$ cat src/rtl/alu_pkg.sv
// ============================================================================
// Module      : alu_pkg
// Description : Function codes and FSM state encoding for seq_alu.
// Revision    : 1.0 - initial release
// ============================================================================
`default_nettype none

package alu_pkg;

  localparam logic [1:0] FUNC_ADD = 2'b00;
  localparam logic [1:0] FUNC_SUB = 2'b01;
  localparam logic [1:0] FUNC_MUL = 2'b10;
  localparam logic [1:0] FUNC_DIV = 2'b11;

  typedef enum logic [2:0] {
    IDLE   = 3'd0,
    ADDSUB = 3'd1,
    MUL    = 3'd2,
    DIV    = 3'd3,
    DONE   = 3'd4
  } state_t;

endpackage

`default_nettype wire

$ cat src/rtl/seq_alu_if.sv
// ============================================================================
// Module      : seq_alu_if
// Description : Start/done request bus between operand registers and seq_alu.
// Revision    : 1.0 - initial release
// ============================================================================
`default_nettype none

interface seq_alu_if #(
  parameter int WIDTH = 6
);

  logic                 start;
  logic [1:0]           func;
  logic [WIDTH-1:0]     a;
  logic [WIDTH-1:0]     b;
  logic                 busy;
  logic                 done;
  logic [2*WIDTH-1:0]   out;
  logic                 overflow;
  logic                 div_zero;

  modport master (
    output start, func, a, b,
    input  busy, done, out, overflow, div_zero
  );

  modport slave (
    input  start, func, a, b,
    output busy, done, out, overflow, div_zero
  );

endinterface

`default_nettype wire

$ cat src/rtl/restoring_div_core.sv
// ============================================================================
// Module      : restoring_div_core
// Description : Unsigned WIDTH-step restoring divider, one quotient bit/step.
// Revision    : 1.0 - initial release
// ============================================================================
`default_nettype none

module restoring_div_core #(
  parameter int WIDTH = 6
) (
  input  wire logic             clock,
  input  wire logic             reset_n,
  input  wire logic             i_start,
  input  wire logic             i_step,
  input  wire logic [WIDTH-1:0] i_dividend,
  input  wire logic [WIDTH-1:0] i_divisor,
  output logic                  o_finish,
  output logic [WIDTH-1:0]      o_quotient,
  output logic [WIDTH-1:0]      o_remainder
);

  localparam int c_cnt_w = $clog2(WIDTH + 1);

  logic [WIDTH-1:0]   r_quo;
  logic [WIDTH-1:0]   r_rem;
  logic [WIDTH-1:0]   r_div;
  logic [c_cnt_w-1:0] r_cnt;

  logic [WIDTH:0]     w_shift;
  logic [WIDTH:0]     w_trial;

  // Partial remainder is always below the divisor, so the W+1-bit difference
  // carries a valid sign in its top bit.
  assign w_shift = {r_rem, r_quo[WIDTH-1]};
  assign w_trial = w_shift - {1'b0, r_div};

  assign o_finish    = (r_cnt == c_cnt_w'(WIDTH));
  assign o_quotient  = r_quo;
  assign o_remainder = r_rem;

  always_ff @(posedge clock) begin
    if (!reset_n) begin
      r_quo <= '0;
      r_rem <= '0;
      r_div <= '0;
      r_cnt <= '0;
    end else if (i_start) begin
      r_quo <= i_dividend;
      r_rem <= '0;
      r_div <= i_divisor;
      r_cnt <= '0;
    end else if (i_step && !o_finish) begin
      if (!w_trial[WIDTH]) begin
        r_rem <= w_trial[WIDTH-1:0];
        r_quo <= {r_quo[WIDTH-2:0], 1'b1};
      end else begin
        r_rem <= w_shift[WIDTH-1:0];
        r_quo <= {r_quo[WIDTH-2:0], 1'b0};
      end
      r_cnt <= r_cnt + c_cnt_w'(1);
    end
  end

endmodule

`default_nettype wire

$ cat src/rtl/seq_alu.sv
// ============================================================================
// Module      : seq_alu
// Description : Handshaked signed add/sub/mul/div with an iterative datapath.
//               Optional macro SEQ_ALU_EARLY_TERM_EN: multiply stops once the
//               remaining multiplier bits are all zero.
// Revision    : 1.0 - initial release
// ============================================================================
`default_nettype none

module seq_alu
  import alu_pkg::*;
#(
  parameter int WIDTH = 6
) (
  input  wire logic  clock,
  input  wire logic  reset_n,
  seq_alu_if.slave   bus
);

  localparam int               c_cnt_w = (WIDTH > 2) ? $clog2(WIDTH) : 1;
  localparam logic [WIDTH-1:0] c_min   = {1'b1, {(WIDTH-1){1'b0}}};

  state_t               r_state;
  logic [1:0]           r_func;
  logic [WIDTH-1:0]     r_a;
  logic [WIDTH-1:0]     r_b;
  logic [2*WIDTH-1:0]   r_out;
  logic                 r_ovf;
  logic                 r_dz;

  logic [2*WIDTH-1:0]   r_mcand;
  logic [WIDTH-1:0]     r_mplier;
  logic [2*WIDTH-1:0]   r_acc;
  logic [c_cnt_w-1:0]   r_cnt;
  logic                 r_fix;

  logic                 w_accept;
  logic [WIDTH-1:0]     w_a_mag;
  logic [WIDTH-1:0]     w_b_mag;
  logic                 w_neg;
  logic                 w_sub;
  logic [WIDTH-1:0]     w_b_eff;
  logic [WIDTH-1:0]     w_sum;
  logic                 w_as_ovf;
  logic [2*WIDTH-1:0]   w_acc_next;
  logic                 w_mul_last;
  logic                 w_div_finish;
  logic [WIDTH-1:0]     w_q_mag;
  logic [WIDTH-1:0]     w_r_mag;
  logic [WIDTH-1:0]     w_q;
  logic [WIDTH-1:0]     w_r;

  assign w_accept = bus.start && ((r_state == IDLE) || (r_state == DONE));

  // Magnitudes of the incoming operands; |MIN| still fits as unsigned.
  assign w_a_mag = bus.a[WIDTH-1] ? (~bus.a + 1'b1) : bus.a;
  assign w_b_mag = bus.b[WIDTH-1] ? (~bus.b + 1'b1) : bus.b;

  assign w_neg    = r_a[WIDTH-1] ^ r_b[WIDTH-1];
  assign w_sub    = (r_func == FUNC_SUB);
  assign w_b_eff  = w_sub ? ~r_b : r_b;
  assign w_sum    = r_a + w_b_eff + {{(WIDTH-1){1'b0}}, w_sub};
  assign w_as_ovf = (r_a[WIDTH-1] == w_b_eff[WIDTH-1]) &&
                    (w_sum[WIDTH-1] != r_a[WIDTH-1]);

  assign w_acc_next = r_mplier[0] ? (r_acc + r_mcand) : r_acc;

`ifdef SEQ_ALU_EARLY_TERM_EN
  assign w_mul_last = (r_cnt == c_cnt_w'(WIDTH-1)) ||
                      (r_mplier[WIDTH-1:1] == '0);
`else
  assign w_mul_last = (r_cnt == c_cnt_w'(WIDTH-1));
`endif

  restoring_div_core #(
    .WIDTH (WIDTH)
  ) u_div (
    .clock       (clock),
    .reset_n     (reset_n),
    .i_start     (w_accept && (bus.func == FUNC_DIV)),
    .i_step      (r_state == DIV),
    .i_dividend  (w_a_mag),
    .i_divisor   (w_b_mag),
    .o_finish    (w_div_finish),
    .o_quotient  (w_q_mag),
    .o_remainder (w_r_mag)
  );

  // Quotient takes the xor of the operand signs, remainder follows the dividend.
  assign w_q = w_neg        ? (~w_q_mag + 1'b1) : w_q_mag;
  assign w_r = r_a[WIDTH-1] ? (~w_r_mag + 1'b1) : w_r_mag;

  always_ff @(posedge clock) begin
    if (!reset_n) begin
      r_state  <= IDLE;
      r_func   <= FUNC_ADD;
      r_a      <= '0;
      r_b      <= '0;
      r_out    <= '0;
      r_ovf    <= 1'b0;
      r_dz     <= 1'b0;
      r_mcand  <= '0;
      r_mplier <= '0;
      r_acc    <= '0;
      r_cnt    <= '0;
      r_fix    <= 1'b0;
    end else begin
      case (r_state)
        IDLE: ;
        ADDSUB: begin
          r_out   <= {{WIDTH{w_sum[WIDTH-1]}}, w_sum};
          r_ovf   <= w_as_ovf;
          r_dz    <= 1'b0;
          r_state <= DONE;
        end
        MUL: begin
          if (r_fix) begin
            r_out   <= w_neg ? (~r_acc + 1'b1) : r_acc;
            r_ovf   <= 1'b0;
            r_dz    <= 1'b0;
            r_state <= DONE;
          end else begin
            r_acc    <= w_acc_next;
            r_mcand  <= {r_mcand[2*WIDTH-2:0], 1'b0};
            r_mplier <= {1'b0, r_mplier[WIDTH-1:1]};
            r_cnt    <= r_cnt + c_cnt_w'(1);
            r_fix    <= w_mul_last;
          end
        end
        DIV: begin
          if (r_b == '0) begin
            r_out   <= {{WIDTH{1'b1}}, r_a};
            r_ovf   <= 1'b0;
            r_dz    <= 1'b1;
            r_state <= DONE;
          end else if (w_div_finish) begin
            r_out   <= {w_q, w_r};
            r_ovf   <= (r_a == c_min) && (r_b == {WIDTH{1'b1}});
            r_dz    <= 1'b0;
            r_state <= DONE;
          end
        end
        DONE:    r_state <= IDLE;
        default: r_state <= IDLE;
      endcase

      // Accept only happens from IDLE/DONE, so it never races the cases above.
      if (w_accept) begin
        r_func   <= bus.func;
        r_a      <= bus.a;
        r_b      <= bus.b;
        r_mcand  <= {{WIDTH{1'b0}}, w_a_mag};
        r_mplier <= w_b_mag;
        r_acc    <= '0;
        r_cnt    <= '0;
        r_fix    <= 1'b0;
        case (bus.func)
          FUNC_MUL: r_state <= MUL;
          FUNC_DIV: r_state <= DIV;
          default:  r_state <= ADDSUB;
        endcase
      end
    end
  end

  assign bus.busy     = (r_state == ADDSUB) || (r_state == MUL) || (r_state == DIV);
  assign bus.done     = (r_state == DONE);
  assign bus.out      = r_out;
  assign bus.overflow = r_ovf;
  assign bus.div_zero = r_dz;

endmodule

`default_nettype wire

$ cat src/flat_wrapper.sv
// flat-port wrapper written by rule: the top's interface ports become plain ports
module seq_alu_flat import alu_pkg::*;
#(
  parameter int WIDTH = 6
)
  (clock, reset_n, bus_start, bus_func, bus_a, bus_b, bus_busy, bus_done, bus_out, bus_overflow, bus_div_zero);
  seq_alu_if #(.WIDTH(WIDTH)) bus_i ();
  input  wire logic clock;
  input  wire logic reset_n;
  input wire logic [$bits(bus_i.start)-1:0] bus_start;
  input wire logic [$bits(bus_i.func)-1:0] bus_func;
  input wire logic [$bits(bus_i.a)-1:0] bus_a;
  input wire logic [$bits(bus_i.b)-1:0] bus_b;
  output wire logic [$bits(bus_i.busy)-1:0] bus_busy;
  output wire logic [$bits(bus_i.done)-1:0] bus_done;
  output wire logic [$bits(bus_i.out)-1:0] bus_out;
  output wire logic [$bits(bus_i.overflow)-1:0] bus_overflow;
  output wire logic [$bits(bus_i.div_zero)-1:0] bus_div_zero;
  assign bus_i.start = bus_start;
  assign bus_i.func = bus_func;
  assign bus_i.a = bus_a;
  assign bus_i.b = bus_b;
  assign bus_busy = bus_i.busy;
  assign bus_done = bus_i.done;
  assign bus_out = bus_i.out;
  assign bus_overflow = bus_i.overflow;
  assign bus_div_zero = bus_i.div_zero;
  seq_alu #(.WIDTH(WIDTH)) u_core (.clock(clock), .reset_n(reset_n), .bus(bus_i));
endmodule
$ cat config.mk
export PLATFORM = sky130hd
export DESIGN_NAME = seq_alu_flat
export DESIGN_NICKNAME = d
export VERILOG_FILES = /design/src/rtl/alu_pkg.sv /design/src/rtl/seq_alu_if.sv /design/src/rtl/restoring_div_core.sv /design/src/rtl/seq_alu.sv /design/src/flat_wrapper.sv
export SDC_FILE = /design/constraint.sdc
export NUM_CORES = 1
export LEC_CHECK = 0
export CORE_ASPECT_RATIO = 1.2
export CORE_MARGIN = 4
export CORE_UTILIZATION = 50
export CTS_CLUSTER_SIZE = 40
export DETAILED_ROUTE_END_ITERATION = 8
export PLACE_DENSITY = 0.68
export SLEW_MARGIN = 10
export SYNTH_ARGS = -nofsm -noshare
export SYNTH_HDL_FRONTEND = slang
export SYNTH_SLANG_ARGS = --single-unit
$ cat constraint.sdc
create_clock -name clock -period 4.9 [get_ports clock]
set_clock_uncertainty 0.2 [all_clocks]
set_input_delay 0.98 -clock clock [delete_from_list [all_inputs] [get_ports clock]]
set_output_delay 0.98 -clock clock [all_outputs]
set_load 0.005 [all_outputs]
# Yosys cells after proc, flatten, opt, wreduce, memory -nomap -nowiden
# Cells that the tools add are included.
# W data, S select, Z words.
[classes] n_addsub=11 multipliers=0 n_div=0 magnitude_cmp=0 eq_ne=19 shift=0 muxes=34 n_bitwise=9 reduce_logical=21
[op_table] operator="$mux W6" n=14
[op_table] operator="$mux W12" n=4
[op_table] operator="$pmux W12 S3" n=1
[op_table] operator="$not A6 Y6" n=5
[op_table] operator="$add A6 B1 Y6 const B" n=4
[op_table] operator="$add A12 B1 Y12 const B" n=1
[op_table] operator="$add A12 B12 Y12" n=1
[op_table] operator="$eq A6 B6 Y1 const B" n=2
[op_table] operator="$mux W3" n=4
[op_table] operator="$not A12 Y12" n=1
[op_table] operator="$pmux W3 S4" n=1
[op_table] operator="$eq A3 B3 Y1 const B" n=3
[op_table] operator="$reduce_and A3 Y1" n=3
[op_table] operator="$mux W1" n=7
[op_table] operator="$sub A7 B6 Y7" n=1
[op_table] operator="$add A3 B1 Y3 const B" n=2
[op_table] operator="$add A6 B1 Y6" n=1
[op_table] operator="$add A6 B6 Y6" n=1
[op_table] operator="$eq A3 B2 Y1 const B" n=2
[op_table] operator="$logic_not A6 Y1" n=1
[op_table] operator="$ne A3 B1 Y1 const B" n=2
[op_table] operator="$pmux W1 S3" n=2
[op_table] operator="$logic_and A1 B1 Y1" n=5
[op_table] operator="$eq A2 B2 Y1 const B" n=2
[op_table] operator="other kinds (17)" n=24
[totals] regBits=86 latchBits=0 ramBits=0 rom_bits=0 in_bits=17 word_cells=111 memories=0

# Depth between registers and ports, before layout
# Gate-level depths: netlist of the first run.
[logic_depth] word_depth=7 ltp_mapped=11 ltp_nobuf=10

# Hierarchy
# Synthesis of the first run repeated with hierarchy kept, for this count alone.
[hier_totals] hier_cells=673 area_unflattened_um2=5337.6
[modules_own_cells] mod="seq_alu" instances=1 cells_each=530 area_per_inst_um2=4093.9
[modules_own_cells] mod="restoring_div_core" instances=1 cells_each=143 area_per_inst_um2=1243.7

# Worst setup path before layout of the first run
# No wires, ideal clock.
[synth_timing] kind="register to register" startpoint="register u_core.u_div.r_quo[5] (netlist: u_core.u_div.o_quotient[5])" endpoint="register u_core.u_div.r_rem[0] (netlist: u_core.u_div.o_remainder[0])" t_arrival_ns=2.257 t_required_ns=4.624 path_slack_ns=2.367 path_stages_with_launch=10 synth_period_minus_slack_ns=2.533 path_cell_list="dfxtp_1 > inv_1 > ha_1 > fa_1 > nor2b_4 > o31a_4 > nor4_2 > a311oi_4 > mux2_2 > o22ai_1"
[synth_via] elab_chain_len=2
[synth_rtl] element="start: declaration" line_no="restoring_div_core.sv:24" rtl="logic [WIDTH-1:0] r_quo;"
[synth_rtl] element="start signal: assignment" line_no="restoring_div_core.sv:48" rtl="r_quo <= i_dividend;"
[synth_rtl] element="start signal: assignment" line_no="restoring_div_core.sv:55" rtl="r_quo <= {r_quo[WIDTH-2:0], 1'b1};"
[synth_rtl] element="start signal: assignment" line_no="restoring_div_core.sv:58" rtl="r_quo <= {r_quo[WIDTH-2:0], 1'b0};"
[synth_rtl] element="$sub A7 B6 Y7" line_no="restoring_div_core.sv:35" rtl="assign w_trial = w_shift - {1'b0, r_div};"
[synth_rtl] element="$mux W6 *" line_no="restoring_div_core.sv:53" rtl="if (!w_trial[WIDTH]) begin"
[synth_rtl] element="end signal: assignment" line_no="restoring_div_core.sv:54" rtl="r_rem <= w_trial[WIDTH-1:0];"
[synth_rtl] element="end signal: assignment" line_no="restoring_div_core.sv:57" rtl="r_rem <= w_shift[WIDTH-1:0];"
[synth_rtl] element="end: declaration" line_no="restoring_div_core.sv:25" rtl="logic [WIDTH-1:0] r_rem;"
# Every way passes the cells marked *; elsewhere a longest branch is shown, timed or not.
# A chain may end at the register's enable or synchronous reset.

# Worst setup path in the final report of the first run
[layout_timing] startpoint="input port bus_start" endpoint="register u_core.r_acc[9]"
[layout_via] elab_chain_len=2
[layout_rtl] element="start: declaration" line_no="flat_wrapper.sv:10" rtl="input wire logic [$bits(bus_i.start)-1:0] bus_start;"
[layout_rtl] element="$logic_and A1 B1 Y1" line_no="seq_alu.sv:53" rtl="assign w_accept = bus.start && ((r_state == IDLE) || (r_state == DONE));"
[layout_rtl] element="$reduce_or A2 Y1 (no line)"
[layout_rtl] element="end signal: assignment" line_no="seq_alu.sv:123" rtl="r_acc <= w_acc_next;"
[layout_rtl] element="end: declaration" line_no="seq_alu.sv:33" rtl="logic [2*WIDTH-1:0] r_acc;"
# Every way passes these cells.

==> flow_summary.toml, run 1 <==
[die]
initial_core_util_pct = 52.1
dieWidth_um = 102
die_y_um = 121
core_area_um2 = 10200
fp-row-count = 40
dieArea_um2 = 12300
ios = 33

[synth]
synth_compound_area_share_pct = 23.7
yosysSeqAreaShare_pct = 32.6
yosys_most_used_dff = "dfxtp_1"
synth_area_leaders = "dfxtp_1 (33%), nand2_1 (7.2%), ha_1 (7.1%)"
synthArstFlopShare_pct = 0
avgSynthCellArea_um2 = 8.16
synthMuxAreaShare_pct = 2.72
ys_seq_elements = 86
synth_top_area_share_pct = 32.6
synth.most_common_cell = "nand2_1"
yosys_warnings = 0
syn_inst = 648
synth_cell_type_count = 59
syn_area_um2 = 5290
synthTopCellsByCount = "nand2_1 (102), dfxtp_1 (86), nor2_1 (55)"
syn_nets = 698
synthAdderAreaFrac_pct = 8.23
synth-simple-area-share_pct = 20.3
synth-edff-count = 0
yosysTopAreaCell = "dfxtp_1"
synth_xor_area_share_pct = 8.09
synth_top_family_by_area = "compound AO/OA/AOI/OAI gates"

[cts]
ctsHtreeMaxLevel = 3
cts_inserted_buffers = 9
cts.sinks = 86
cts_resized = 0
clkTransAtPathRegs_ps = 60
post-cts-setup-buffers = 0
clkLatencyLatePin_ps = 330
clockBufferDepth = 2
root_buffer = "clkbuf_16"
cts_tree = "built"
holdBufCountCts = 0

[sta]
fin_crit_ps = 3260
setup-violations-final = 0
slew_violations = 0
rsz0062_at_grt = "no"
hold_viol = 0
post-route-period-util_pct = 66.6
fin_tns_setup_ps = 0
worst_pin_slew_ps = 1150
fmax_ghz = 0.307
relSlewSlack_pct = 23.5

[layout]
nNetsFinal = 716
area_growth_pct = 13.1
diodes = 0
final_area_um2 = 5980
layout-drive-gt1-share_pct = 5.51

[placement]
dp_hpwl_mm = 9.66
dpl_cell_area_um2 = 5680
gp_congestion = 0.910
io_buffer_count = 32

[route]
first_pass_iters = 5
route.detailed.drc = 0
vias = 4619
drt-initial-drc-count = 222
wl_per_cell_um = 15.9
finalWirelength_mm = 12.7
via_per_inst = 5.80
antenna_left = 0

[status]
status = "completed"

[critical_path]
path_depth = 5
crit_path_end = "u_core.r_acc[9]"
critPathLaunch = "bus_start"
endpoint_kind = "flip-flop"
critPathTopFamily = "simple AND/OR/NAND/NOR gates"
rr_worst_depth = 5
cp_common_cell = "nand2_1"
crit_slowest_cell = "or4_1"
reg2reg_to = "u_core.r_acc[9]"
worstPathCellList = "clkdlybuf4s50_1 -> nand2_1 -> nand2_1 -> or4_1 -> o211ai_1"
path_class = "input pin to flip-flop"
worstSetupStartpointType = "input pin"
path_buf_inv = 1
r2r_slack_ps = 1740
crit_arrival_ps = 3320
critPathRequiredTime_ps = 4960
crit-reg2reg-launch = "u_core.r_state[0]"
cpPeakStageDelay_ps = 620
path_max_fanout = 22

[power]
p_total_w = 0.00175
vdd_drop_max_mv = 0.217
power.density_nw_per_um2 = 293
p_leak_nw = 2.34

[min_path]
hold_path.class = "flip-flop to flip-flop"
holdPathStages = 2

[global_route]
first_global_vias = 4354
grt_pass1_wl_mm = 20.9
grt-ovfl-total = 0
antenna_found_initial = 0
grt_max_degree = 59
grtUsageTotal_pct = 21.0

[run]
cap_violations = 0
cells in the final DEF (no fill, tap or decap), types with 4 or more instances in the layout:
cell and count:
clkdlybuf4s50_1 32, a31oi_1 7, a211oi_2 5, and2_1 6, and3_1 5, a21o_1 6, a22oi_1 8, a211oi_1 8
a221oi_1 8, o22ai_1 5, buf_4 4, o211a_1 4, nor2_1 55, a21boi_0 23, nor2b_1 14, xnor2_1 25
nor3b_1 6, nor3_1 9, xor2_1 22, or3_1 4, inv_1 30, a22o_1 5, nand2b_1 4, clkbuf_16 9
a21oi_1 41, nand2_1 102, dfxtp_1 86, o21ai_0 26, nand3_1 9, ha_1 30, mux2i_1 11, o211ai_1 7
o21a_1 7
tightest hold or removal path: stages, from the launching register on:
cell	delay [ps]
dfxtp_1	310
nand2_1	50
a21boi_0	60
how the worst min path moves through the flow:
stage / startpoint / to
6_report: u_core.u_div.r_div[5] / u_core.u_div.r_div[5]
5_1_grt: u_core.bus.out[0] / u_core.bus.out[0]
4_1_cts: u_core.u_div.r_div[5] / u_core.u_div.r_div[5]
3_5_place_dp: u_core.u_div.r_div[5] / u_core.u_div.r_div[5]
3_3_place_gp: u_core.r_mcand[10] / u_core.r_mcand[11]
2_1_floorplan: u_core.u_div.r_div[5] / u_core.u_div.r_div[5]
state kept, by name (all words and copies together), names as in the netlist, 2 cells and up:
signal and flops:
u_core.r_state 3, u_core.r_cnt 3, u_core.bus.out 12, u_core.r_mcand 12, u_core.r_func 2, u_core.r_mplier 6
u_core.r_acc 12, u_core.r_b 6, u_core.u_div.r_cnt 3, u_core.u_div.r_div 6, u_core.r_a 6, u_core.u_div.o_quotient 6
u_core.u_div.o_remainder 6
per-layer routing:
layer / GRT usage, % / share of wire [%] / up-vias
met3: 3.00 / 4.2 / 19
met5: 0 / 0 / -
met4: 6.15 / 1.8 / 0
met2: 33.8 / 46 / 103
li1: - / - / 2317
met1: 29.1 / 48 / 2180
layout make-up:
type | instances | area (um2)
flip-flops and latches | 86 | 1720
fillers | 935 | 4180
well taps | 126 | 158
repair buffers | 36 | 350
clock buffers | 12 | 256
clock inverters | 4 | 45.0
inverters | 30 | 113
multi-input cells | 503 | 3340
through the flow:
stage / instances / hold WS [ps] / utilization, % / worst slack (ps)
final: 797 / 264 / 58.9 / 1640
after floorplan: 648 / 243 / - / 2370
after CTS: 797 / 271 / 58.9 / 1650
after detailed placement: 781 / 263 / 55.9 / 1290
after global placement: 781 / 258 / 55.9 / 1330
after global routing: 797 / 292 / 58.9 / 1470
logic make-up (layout without fill, tap and decap cells):
logic type      count (synthesis)  after routing
simple gates                  229            229
compound gates                179            179
flops                          86             86
buf+inv                        59             82
xor+xnor                       48             48
fa+ha+maj                      33             33
mux                            14             14
report_power, final:
group	internal (W)	leakage (nW)	switching [W]
registers	0.000731	0.700	0.0000349
logic	0.000133	1.48	0.000169
clock network	0.000420	0.152	0.000265
total	0.00128	2.34	0.000469
Note: power is estimated with default switching activity, not from simulation.
==> inputs of run 2 (changes only) <==
--- a/config.mk
+++ b/config.mk
@@ -10,7 +10,7 @@
 export CORE_UTILIZATION = 50
 export CTS_CLUSTER_SIZE = 40
 export DETAILED_ROUTE_END_ITERATION = 8
-export PLACE_DENSITY = 0.68
+export PLACE_DENSITY = 0.71
 export SLEW_MARGIN = 10
 export SYNTH_ARGS = -nofsm -noshare
 export SYNTH_HDL_FRONTEND = slang
==> constraint.sdc (replaced) <==
create_clock -name clock -period 2.95 [get_ports clock]
set_clock_uncertainty 0.2 [all_clocks]
set_input_delay 0.59 -clock clock [delete_from_list [all_inputs] [get_ports clock]]
set_output_delay 0.59 -clock clock [all_outputs]
set_load 0.005 [all_outputs]
==> run 2 against run 1 <==
Against the previous run: via count is 2.0% higher; combinational power is 73% higher; wire length hardly changed; setup slack worse by 1400 ps; largest power group unchanged.
==> flow_summary.toml, run 2 (synthesis gave the netlist of run 1 again) <==
[cts]
clkLatencyLatePin_ps = 340
cts.sinks = 86
holdBufCountCts = 0
root_buffer = "clkbuf_16"
post-cts-setup-buffers = 0
cts_inserted_buffers = 9
cts_tree = "built"
clockBufferDepth = 2
cts_resized = 0
ctsHtreeMaxLevel = 3
clkTransAtPathRegs_ps = 60

[route]
met3WireLength_um = 727
via_per_inst = 5.85
drt-initial-drc-count = 244
antenna_left = 0
wl_per_cell_um = 15.7
wl_met1_mm = 5.58
maxUsedRoutingLayer = "met4"
first_pass_iters = 7
wl_met2_mm = 6.00
vias = 4711
finalWirelength_mm = 12.7
route.detailed.drc = 0

[power]
power_switching_w = 0.000784
internal-power_w = 0.00217
power_frac_comb_pct = 17.7
clkPwrFrac_pct = 39.4
p_leak_nw = 2.38
p_seq_share_pct = 43.0
power.density_nw_per_um2 = 486
switching_share_pct = 26.6
vdd_drop_max_mv = 0.287

[global_route]
grt-ovfl-total = 0
grtUsageTotal_pct = 21.4
antenna_found_initial = 0
grt_max_degree = 59
first_global_vias = 4484
grt_pass1_wl_mm = 21.3

[sta]
post-route-period-util_pct = 93.4
fin_crit_ps = 2760
hold_viol = 0
fmax_ghz = 0.363
slew_violations = 0
fin_tns_setup_ps = 0
fin_hold_ws_ps = 275
rsz0062_at_grt = "no"
setup-violations-final = 0
worst_pin_slew_ps = 819
relSlewSlack_pct = 45.1

[die]
dieWidth_um = 102
fp-row-count = 40
initial_core_util_pct = 52.1
die_y_um = 121
ios = 33
core_area_um2 = 10200
dieArea_um2 = 12300

[run]
cap_violations = 0

[layout]
final_area_um2 = 6070
layout_commonest_cell = "nand2_1"
layout-drive-gt1-share_pct = 6.77
nNetsFinal = 725
diodes = 0
area_growth_pct = 14.8
mostFrequentLayoutCells = "nand2_1 (102), dfxtp_1 (86), nor2_1 (55), a21oi_1 (41), clkdlybuf4s50_1 (32)"
post-route-util_pct = 59.7

[critical_path]
reg2reg_to = "u_core.u_div.o_remainder[1]"
path_class = "flip-flop to flip-flop"
crit_arrival_ps = 2810
crit-reg2reg-launch = "u_core.u_div.o_quotient[5]"
critPathLaunch = "u_core.u_div.o_quotient[5]"
rr_worst_depth = 9
endpoint_kind = "flip-flop"
critPathRequiredTime_ps = 3010
r2r_slack_ps = 190
path_max_fanout = 7
crit_path_end = "u_core.u_div.o_remainder[1]"
worstSetupStartpointType = "flip-flop"

[status]
status = "completed"

[min_path]
hold_path.class = "flip-flop to flip-flop"

[placement]
gp_congestion = 0.909
io_buffer_count = 32
dp_hpwl_mm = 9.83
dpl_cell_area_um2 = 5760
## run 2: layer usage
metal  track usage (%)  up-vias
li1                  -     2346
met1              28.2     2200
met2              34.8      136
met3              3.69       29
met4              8.12        0
met5                 0        -
## run 2: cell type report
class	count	area, um2
Fill cell	898	4090
Multi-Input combinational cell	503	3340
Sequential cell	86	1720
Timing Repair Buffer	45	430
Clock buffer	12	267
Tap cell	126	158
Inverter	30	113
Clock inverter	3	42.5
## run 2: metrics by stage
stage                     cells  power, W  worst slack [ps]
after global routing        805   0.00309              53.0
after detailed placement    790   0.00181               201
final                       805   0.00295               194
after floorplan             648   0.00164               417
after CTS                   805   0.00297               178
after global placement      790   0.00180               278
## run 2: power groups by stage
stage	sequential, W	combinational (W)	clock [W]
detailed placement	0.00129	0.000519	0
CTS	0.00127	0.000522	0.00118
global route	0.00128	0.000577	0.00123
floorplan	0.00128	0.000362	0
finish	0.00127	0.000521	0.00116
global placement	0.00129	0.000507	0
## run 2: how the worst min path moves through the flow
stage	start	end	slack (ps)	cells past startpoint
2_1_floorplan	u_core.u_div.r_div[5]	u_core.u_div.r_div[5]	240	2
3_3_place_gp	u_core.u_div.r_div[5]	u_core.u_div.r_div[5]	260	2
3_5_place_dp	u_core.r_func[1]	u_core.r_func[1]	270	2
4_1_cts	u_core.r_func[1]	u_core.r_func[1]	280	2
5_1_grt	u_core.u_div.r_div[5]	u_core.u_div.r_div[5]	300	2
6_report	u_core.r_mcand[10]	u_core.r_mcand[11]	280	2
## run 2: worst max-delay path, cell delays in order, from the launching register on
cell and delay (ps):
dfxtp_1 340, inv_1 80, ha_1 220, fa_1 440, nor2b_4 150, o31a_4 160
nor4_2 50, a311oi_4 520, mux2_2 400, o22ai_1 120
